**config.mk**
```make
export PLATFORM = sky130hd
export DESIGN_NAME = mux_scan_nto1
export DESIGN_NICKNAME = d
export VERILOG_FILES = /design/src/rtl/mux_scan_pkg.sv /design/src/rtl/mux_nto1.sv /design/src/rtl/mux_scan_nto1.sv
export SDC_FILE = /design/constraint.sdc
export NUM_CORES = 1
export LEC_CHECK = 0
export ABC_AREA = 0
export CAP_MARGIN = 40
export CORE_MARGIN = 8
export CORE_UTILIZATION = 42
export DETAILED_ROUTE_END_ITERATION = 8
export GPL_TIMING_DRIVEN = 0
export PLACE_DENSITY = 0.81
export SLEW_MARGIN = 5
export SYNTH_ARGS = -nofsm -noshare
export SYNTH_HDL_FRONTEND = slang
export SYNTH_HIERARCHICAL = 1
export SYNTH_SLANG_ARGS = --single-unit
```
**constraint.sdc**
```tcl
create_clock -name clk -period 4.6 [get_ports clk]
set_clock_uncertainty 0.2 [all_clocks]
set_input_delay 0.92 -clock clk [delete_from_list [all_inputs] [get_ports clk]]
set_output_delay 0.92 -clock clk [all_outputs]
set_load 0.05 [all_outputs]
```
**src/rtl/mux_scan_pkg.sv**
```systemverilog
// mux_scan_pkg: shared state encodings and channel-wrap helper for mux_scan_nto1
package mux_scan_pkg;
  localparam logic [1:0] IDLE = 2'd0;
  localparam logic [1:0] MAN  = 2'd1;
  localparam logic [1:0] SCAN = 2'd2;
  function automatic int next_ch(input int ch, input int n);
    return (ch >= n - 1) ? 0 : ch + 1;
  endfunction
endpackage

```
**src/rtl/mux_nto1.sv**
```systemverilog
// mux_nto1: combinational NUM_CH x DATA_W mux; out-of-range selects give zero data
module mux_nto1 #(
  parameter int NUM_CH = 8,
  parameter int DATA_W = 8,
  parameter int CH_W   = $clog2(NUM_CH)
) (
  input  logic [NUM_CH*DATA_W-1:0] data_i,
  input  logic [CH_W-1:0]          sel_i,
  output logic [DATA_W-1:0]        data_o,
  output logic                     in_range_o
);
  assign in_range_o = int'(sel_i) < NUM_CH;
  // pick the addressed channel, zero when no channel matches
  always_comb begin
    data_o = '0;
    for (int k = 0; k < NUM_CH; k++)
      if (int'(sel_i) == k) data_o = data_i[k*DATA_W +: DATA_W];
  end
endmodule

```
**src/rtl/mux_scan_nto1.sv**
```systemverilog
// mux_scan_nto1: registered N-to-1 mux with manual/scan modes; MUX_SCAN_MASK_EN adds ch_mask_i
module mux_scan_nto1
  import mux_scan_pkg::*;
#(
  parameter int NUM_CH  = 8,
  parameter int DATA_W  = 8,
  parameter int DWELL_W = 8,
  parameter int CH_W    = $clog2(NUM_CH)
) (
  input  logic                     clk,
  input  logic                     rst_n,
  input  logic                     en_i,
  input  logic                     mode_i,
  input  logic [CH_W-1:0]          sel_i,
  input  logic                     req_i,
  input  logic [DWELL_W-1:0]       dwell_i,
  input  logic [NUM_CH*DATA_W-1:0] data_i,
`ifdef MUX_SCAN_MASK_EN
  input  logic [NUM_CH-1:0]        ch_mask_i,
`endif
  output logic [DATA_W-1:0]        out_data_o,
  output logic [CH_W-1:0]          out_ch_o,
  output logic                     out_valid_o,
  output logic                     out_err_o,
  input  logic                     out_ready_i
);
  logic [1:0]         state_q, state_d;
  logic [CH_W-1:0]    ptr_q, ptr_d, cap_ch, mux_sel, out_ch_q, out_ch_d;
  logic [DWELL_W-1:0] cnt_q, cnt_d;
  logic [DATA_W-1:0]  out_data_q, out_data_d, mux_data;
  logic               out_valid_q, out_valid_d, out_err_q, out_err_d;
  logic               mux_ok, man_ok, any_en, free, cap_man, cap_scan, scan_stay;
  logic [NUM_CH-1:0]  mask;
  int                 idx;

`ifdef MUX_SCAN_MASK_EN
  assign mask = ch_mask_i;
`else
  assign mask = '1;
`endif

  // find the first enabled channel at or after ptr, wrapping round
  always_comb begin
    cap_ch = ptr_q;
    any_en = 1'b0;
    idx    = int'(ptr_q);
    for (int i = 0; i < NUM_CH; i++) begin
      if (!any_en && |(mask & (NUM_CH'(1) << idx))) begin
        cap_ch = CH_W'(idx);
        any_en = 1'b1;
      end
      idx = next_ch(idx, NUM_CH);
    end
  end

  assign mux_sel = (state_q == SCAN) ? cap_ch : sel_i;

  mux_nto1 #(.NUM_CH(NUM_CH), .DATA_W(DATA_W), .CH_W(CH_W)) u_mux (
    .data_i     (data_i),
    .sel_i      (mux_sel),
    .data_o     (mux_data),
    .in_range_o (mux_ok)
  );

  assign free      = !out_valid_q || out_ready_i;
  assign man_ok    = mux_ok && |(mask & (NUM_CH'(1) << sel_i));
  assign scan_stay = state_q == SCAN && en_i && mode_i;
  assign cap_man   = state_q == MAN && en_i && !mode_i && req_i && free;
  assign cap_scan  = scan_stay && cnt_q == '0 && free && any_en;

  // state, scan pointer/dwell and output stage next values
  always_comb begin
    state_d     = !en_i ? IDLE :
                  state_q == IDLE ? (mode_i ? SCAN : MAN) :
                  (state_q == MAN && mode_i) || (state_q == SCAN && !mode_i) ? IDLE : state_q;
    ptr_d       = !scan_stay ? '0 : cap_scan ? CH_W'(next_ch(int'(cap_ch), NUM_CH)) : ptr_q;
    cnt_d       = !scan_stay ? '0 : cap_scan ? dwell_i : (cnt_q != '0) ? cnt_q - DWELL_W'(1) : cnt_q;
    out_data_d  = cap_man ? (man_ok ? mux_data : '0) : cap_scan ? mux_data : out_data_q;
    out_ch_d    = cap_man ? sel_i : cap_scan ? cap_ch : out_ch_q;
    out_err_d   = cap_man ? !man_ok : cap_scan ? 1'b0 : out_err_q;
    out_valid_d = (cap_man || cap_scan) ? 1'b1 : out_ready_i ? 1'b0 : out_valid_q;
  end

  // register everything, async clear
  always_ff @(posedge clk or negedge rst_n) begin
    if (!rst_n) begin
      state_q     <= IDLE;
      ptr_q       <= '0;
      cnt_q       <= '0;
      out_data_q  <= '0;
      out_ch_q    <= '0;
      out_valid_q <= 1'b0;
      out_err_q   <= 1'b0;
    end else begin
      state_q     <= state_d;
      ptr_q       <= ptr_d;
      cnt_q       <= cnt_d;
      out_data_q  <= out_data_d;
      out_ch_q    <= out_ch_d;
      out_valid_q <= out_valid_d;
      out_err_q   <= out_err_d;
    end
  end

  assign out_data_o  = out_data_q;
  assign out_ch_o    = out_ch_q;
  assign out_valid_o = out_valid_q;
  assign out_err_o   = out_err_q;
endmodule

```
==> run metrics, run 1 <==
worst setup path category=register to register; layout cells sized above 1=8.16%; Final GP Congestion=0.835; FP Rows=25; largest net degree at the start of global routing=16; Setup Viol. Count Final=0; post-DR wirelength/cell=between 15 and 20 um; fmax=260 MHz; crit-path max FO=10; Port Buf Inserts=93; Post-Syn Instances=196; clock latency on the worst-skew pair=~0.28 ns; Hold-fix buffers, CTS=0; Die Wd=85.5 um; Worst VDD drop=roughly 0.00013 V; Starting Density=around 43%; hpwl dp=between 4000 and 5000 um; post_cts resized=0; Ports=94; worst min path class=register to register; global-route wire length before repair=slightly below 10000 um; top post-synthesis cells by area=dfrtp_1 (32%), mux4_1 (19%), ha_1 (5.6%); WL final=a little under 6000 um; Reg2Reg Capture Point=out_data_o[3]; Leakage=between 0.001 and 0.0015 uW; drt drc=0; clock sink count=26; buffer levels on the longest clock path=2; vias in the first global route=2125; CTS H-tree depth=1; share of the synthesized area in the top cell type=between 30% and 40%; n_diodes=0; Clk pin slew, worst setup/hold paths=about 0.1 ns; most common library cell in the layout ignoring fill and taps=clkdlybuf4s50_1; Worst R2R Start=ptr_q[1]; area of the multi-input gates=between 0.001 and 0.0015 mm2; TritonCTS buffer count=3; CTS tree=built; setup TNS=0 ns; initial antenna violation count=0; Pwr per Cell Area=284 mW/mm2; RSZ-0062 raised after global routing=false; Layout fillers=between 300 and 400; Worst Setup EP=out_data_o[3]; Cell variety after synth=between 40 and 50; flops & latches, synth=26; Die H=roughly 85 um; Slew @ Worst Pin=~0.84 ns; max-slew violations=0; Worst Setup SP=ptr_q[1]; Core Util, Final=66.3%; min cycle time layout=around 3.9 ns; Vias=roughly 1900; area leader, netlist=dfrtp_1; R2R cell count=13; Die Area=around 0.0073 mm2; Post-Syn Area=around 0.0020 mm2; drt first pass iters=5; slowest CP cell=or4_1; Initial DRC Count=38; Placeable Area=between 0.004 and 0.005 mm2; crit path capture type=register; nets=between 300 and 400; Async SR Flop Fraction=100%; Req. time, crit path=~4.6 ns; CP arrival=3.82 ns; root buf cell=clkbuf_8; FF-to-FF setup slack=0.75 ns; Area growth, synth to finish=53.5%; CP Launch Type=register; headroom to the max-slew limit=43.4%; max cap viols=0; vias per inst=~5.4; period utilization=83.7%; Fin. Hold Viols=0; status=finished, final reports clean; Synth Area per Inst=around 10 um2; Ys Warns=6; Congestion Overflow GR=0; register area=651 um2; number of flops mapped to enable cells by yosys=0; Post-synth top flop=dfrtp_1; most frequent cells in the layout=clkdlybuf4s50_1 (93), dfrtp_1 (26), nand2_1 (24), nor2_1 (17), mux4_1 (15); max incr delay on CP=roughly 0.54 ns; sequential cell area fraction in the yosys report=between 30% and 40%; Net Count, Synth=around 290; critical path, cell by cell=ha_1, ha_1, clkbuf_1, or4_1, nor2_2, mux2i_1, o21ai_0, clkbuf_1, buf_2, mux4_1, mux2_2, nand2_1, a21oi_1; number of setup buffers added after CTS=0; post-route ant nets=0; GRT Util Overall=between 10% and 20%
## where the power goes
part | leakage (uW) | total (uW) | internal (uW) | switching [uW]
Sequential | 0.000346 | 290 | 265 | 25.0
Clock | 0.0000357 | 197 | 117 | 80.1
Combinational | 0.000950 | 398 | 187 | 211
Total | 0.00133 | 885 | 569 | 316
## final cells by class
cell class / count / area share (%)
Multi-Input combinational cell: 149 / 40.5
Clock buffer: 3 / 1.33
Clock inverter: 1 / 0.965
Timing Repair Buffer: 94 / 30.4
Sequential cell: 26 / 20.9
Buffer: 12 / 2.69
Tap cell: 54 / 2.17
Inverter: 9 / 1.09
## registers in the layout, summed over array words and instances (netlist names)
signal	count
state_q	2
out_ch_o	3
out_valid_o	1
cnt_q	8
ptr_q	3
out_err_o	1
out_data_o	8
## worst min-delay path by stage
| stage | from | endpoint | depth (start not counted) |
|---|---|---|---|
| 3_3_place_gp | out_err_o | out_err_o | 1 |
| 4_1_cts | out_err_o | out_err_o | 1 |
| 3_5_place_dp | out_err_o | out_err_o | 1 |
| 2_1_floorplan | cnt_q[7] | cnt_q[7] | 2 |
| 5_1_grt | out_err_o | out_err_o | 1 |
| 6_report | out_err_o | out_err_o | 1 |
## cell families after synthesis
kind of cell	count (synthesis)	share of synthesized area, %
DFF	26	32.1
buffers and inverters	21	5.80
AOI/OAI and AO/OA	35	10.6
other	1	0.185
muxes	28	27.0
xor gates and xnor gates	7	3.02
and+or+nand+nor	69	15.8
adders and majority gates	9	5.55
## synth_stat cells (all sizes together), types with 4 or more instances
master	n
a211oi	4
a21oi	9
buf	8
clkbuf	4
dfrtp	26
ha	9
inv	9
mux2	8
mux2i	4
mux4	16
nand2	24
nand3	10
nor2	18
o21ai	15
xnor2	4
## worst max-delay path, delay by kind of cell (launching register included)
family          cells  cell delay (ns)
fa+ha+maj           2             0.42
compound gates      2             0.25
mux                 3             0.80
buf+inv             3             0.75
simple gates        3             0.85
flops               1             0.47
## metrics by stage
step	power (uW)	instances	area (um2)	hold WS (ns)	setup WS (ns)
after floorplan	521	196	2030	0.351	1.10
after global placement	686	343	3030	0.296	0.828
after detailed placement	696	344	3040	0.306	0.768
after CTS	892	348	3110	0.329	0.739
after global routing	925	348	3110	0.355	0.464
final	885	348	3110	0.324	0.750
## metal layers
layer	wire length (um)	track usage, %	share of wire (%)
met3	561	5.64	9.6
met1	2290	16.9	39
met5	0	0	0
met2	2880	30.3	49
met4	95	5.89	1.6
Power figures use the tool's default switching activity.
==> inputs of run 2 (changes only) <==
- clock period: 4.6 -> 4 ns (I/O delays scaled with it)
==> run 2 against run 1 <==
Via count shrank 0.64%; critical path type unchanged; die area is the same; worst hold slack about the same; power rose by 15%; global-route usage is the same; setup slack worse by 0.51 ns; fmax increased by 2.3%; sequential power grew 15%; critical path depth unchanged; wire length down 0.19%; flip-flop and latch count unchanged.
==> run metrics, run 2 (synthesized netlist as in run 1, its figures left out) <==
Worst R2R Start=ptr_q[1]; min cycle time layout=3.76 ns (-0.0873 ns); clock latency on the worst-skew pair=0.28 ns (about the same); clock sink count=26 (unchanged); Setup Viol. Count Final=0 (unchanged); GRT busiest layer=met2; Ports=94 (unchanged); max cap viols=0 (unchanged); WHS Path Cells=1 (unchanged); post-route ant nets=0 (unchanged); layout cells sized above 1=8.50% (+0.34 points); Starting Density=43.2% (unchanged); vias per inst=5.32 (-0.64%); CTS tree=built; Area growth, synth to finish=53.8%; post-DR wirelength/cell=16.7 um (-0.19%); CP arrival=3.74 ns (-0.08 ns); fmax=266 MHz (+2.3%); global-route wire length before repair=9700 um (unchanged); nets=385 (unchanged); Fin. Hold Viols=0 (unchanged); number of setup buffers added after CTS=0 (unchanged); Vias=1851 (-0.64%); Clk pin slew, worst setup/hold paths=0.10 ns (about the same); Final GP Congestion=0.835 (unchanged); largest net degree at the start of global routing=16 (unchanged); hold endpoint=out_err_o; initial antenna violation count=0 (unchanged); root buf cell=clkbuf_8; setup TNS=0 ns (unchanged); Leakage=0.00134 uW (+0.26%); RSZ-0062 raised after global routing=false; FP Rows=25 (unchanged); Hold-fix buffers, CTS=0 (unchanged); Worst VDD drop=0.000152 V (+15%); hold wc startpoint=out_err_o; most common library cell in the layout ignoring fill and taps=clkdlybuf4s50_1; most frequent cells in the layout=clkdlybuf4s50_1 (93), dfrtp_1 (26), nand2_1 (24), nor2_1 (17), mux4_1 (15); drt first pass iters=4 (-1); Port Buf Inserts=93 (unchanged); CP Launch Type=register; Pwr per Cell Area=326 mW/mm2 (+15%); worst min path class=register to register; Congestion Overflow GR=0 (unchanged); Die Wd=85.5 um (unchanged); R2R cell count=13 (unchanged); drt drc=0 (unchanged); status=finished, final reports clean; Req. time, crit path=3.97 ns (-0.60 ns); WL final=5820 um (-0.19%); Die Area=0.00731 mm2 (unchanged); GRT Util Overall=16.5% (unchanged); buffer levels on the longest clock path=2 (unchanged); Slew @ Worst Pin=0.831 ns (-0.00958 ns); Core Util, Final=66.5% (+0.13 points); headroom to the max-slew limit=44.1% (+0.64 points); vias in the first global route=2125 (unchanged); FF-to-FF setup slack=0.24 ns (-0.51 ns); Initial DRC Count=38 (unchanged); M1 GR Usage=16.9% (unchanged); met2 Use GR=30.3% (unchanged); Reg2Reg Capture Point=out_data_o[3]; n_diodes=0 (unchanged); CTS H-tree depth=1 (unchanged); Die H=85.5 um (unchanged); crit path capture type=register; Placeable Area=0.00469 mm2 (unchanged); period utilization=94.1% (+10 points); M3 GR Usage=5.64% (unchanged); worst setup path category=register to register; max-slew violations=0 (unchanged); TritonCTS buffer count=3 (unchanged); hpwl dp=4920 um (unchanged); crit-path max FO=10 (unchanged)
## run 2: cell counts in the layout (fill, tap and decap cells not counted)
No cell type changed its count.
## run 2: final cells by class
type,instances,area (um2)
fill,378,1570
multi-input combinational,149,1260
timing repair buffer,94,946
sequential,26,651
buffer,12,85.1
tap,54,67.6
clock buffer,3,41.3
inverter,9,33.8
clock inverter,1,30.0
## run 2: metrics by stage
step                      setup WS [ns]  area, um2  instances  hold slack, ns  total power, uW
after floorplan                   0.495       2030        196           0.304              599
after global placement            0.228       3030        343           0.296              789
after detailed placement          0.168       3040        344           0.306              800
after CTS                         0.139       3110        348           0.329             1030
after global routing             0.0494       3120        348           0.355             1060
final                             0.237       3120        348           0.324             1020
## run 2: where the power goes
part           leakage (uW)  total [uW]  switching, uW  internal, uW
Clock             0.0000357         226           92.0           134
Combinational      0.000954         458            243           215
Sequential         0.000346         334           28.6           305
## run 2: worst max-delay path, stage by stage (launching register included)
cell,delay [ns]
dfrtp_1,0.47
ha_1,0.24
ha_1,0.18
clkbuf_1,0.12
or4_1,0.57
nor2_4,0.19
mux2i_1,0.14
o21ai_0,0.23
buf_6,0.18
buf_12,0.14
mux4_1,0.57
mux2_2,0.29
nand2_1,0.06
a21oi_1,0.07
## run 2: worst max-delay path by stage
stage,from,end,slack (ns),cells past startpoint
final,ptr_q[1],out_data_o[3],0.24,13
after global routing,ptr_q[1],out_data_o[4],0.05,13
after CTS,ptr_q[1],out_data_o[3],0.14,13
after detailed placement,ptr_q[1],out_data_o[3],0.17,13
after global placement,ptr_q[1],out_data_o[3],0.23,13
after floorplan,ptr_q[1],out_data_o[1],0.50,13
## run 2: repair_timing
| action | 4_1_cts | 5_1_grt |
|---|---|---|
| endpoints found under the hold margin | 0 | 0 |
| gates resized for setup | 0 | 3 |
| setup endpoints to repair | 0 | 8 |
## run 2: metal layers
metal  vias to the layer above  wire, um  part of all wire (%)
met5                         -         0                     0
met4                         0        95                   1.6
met3                         7       574                   9.9
met2                        90      2870                    49
met1                       840      2270                    39
li1                        914         -                     -
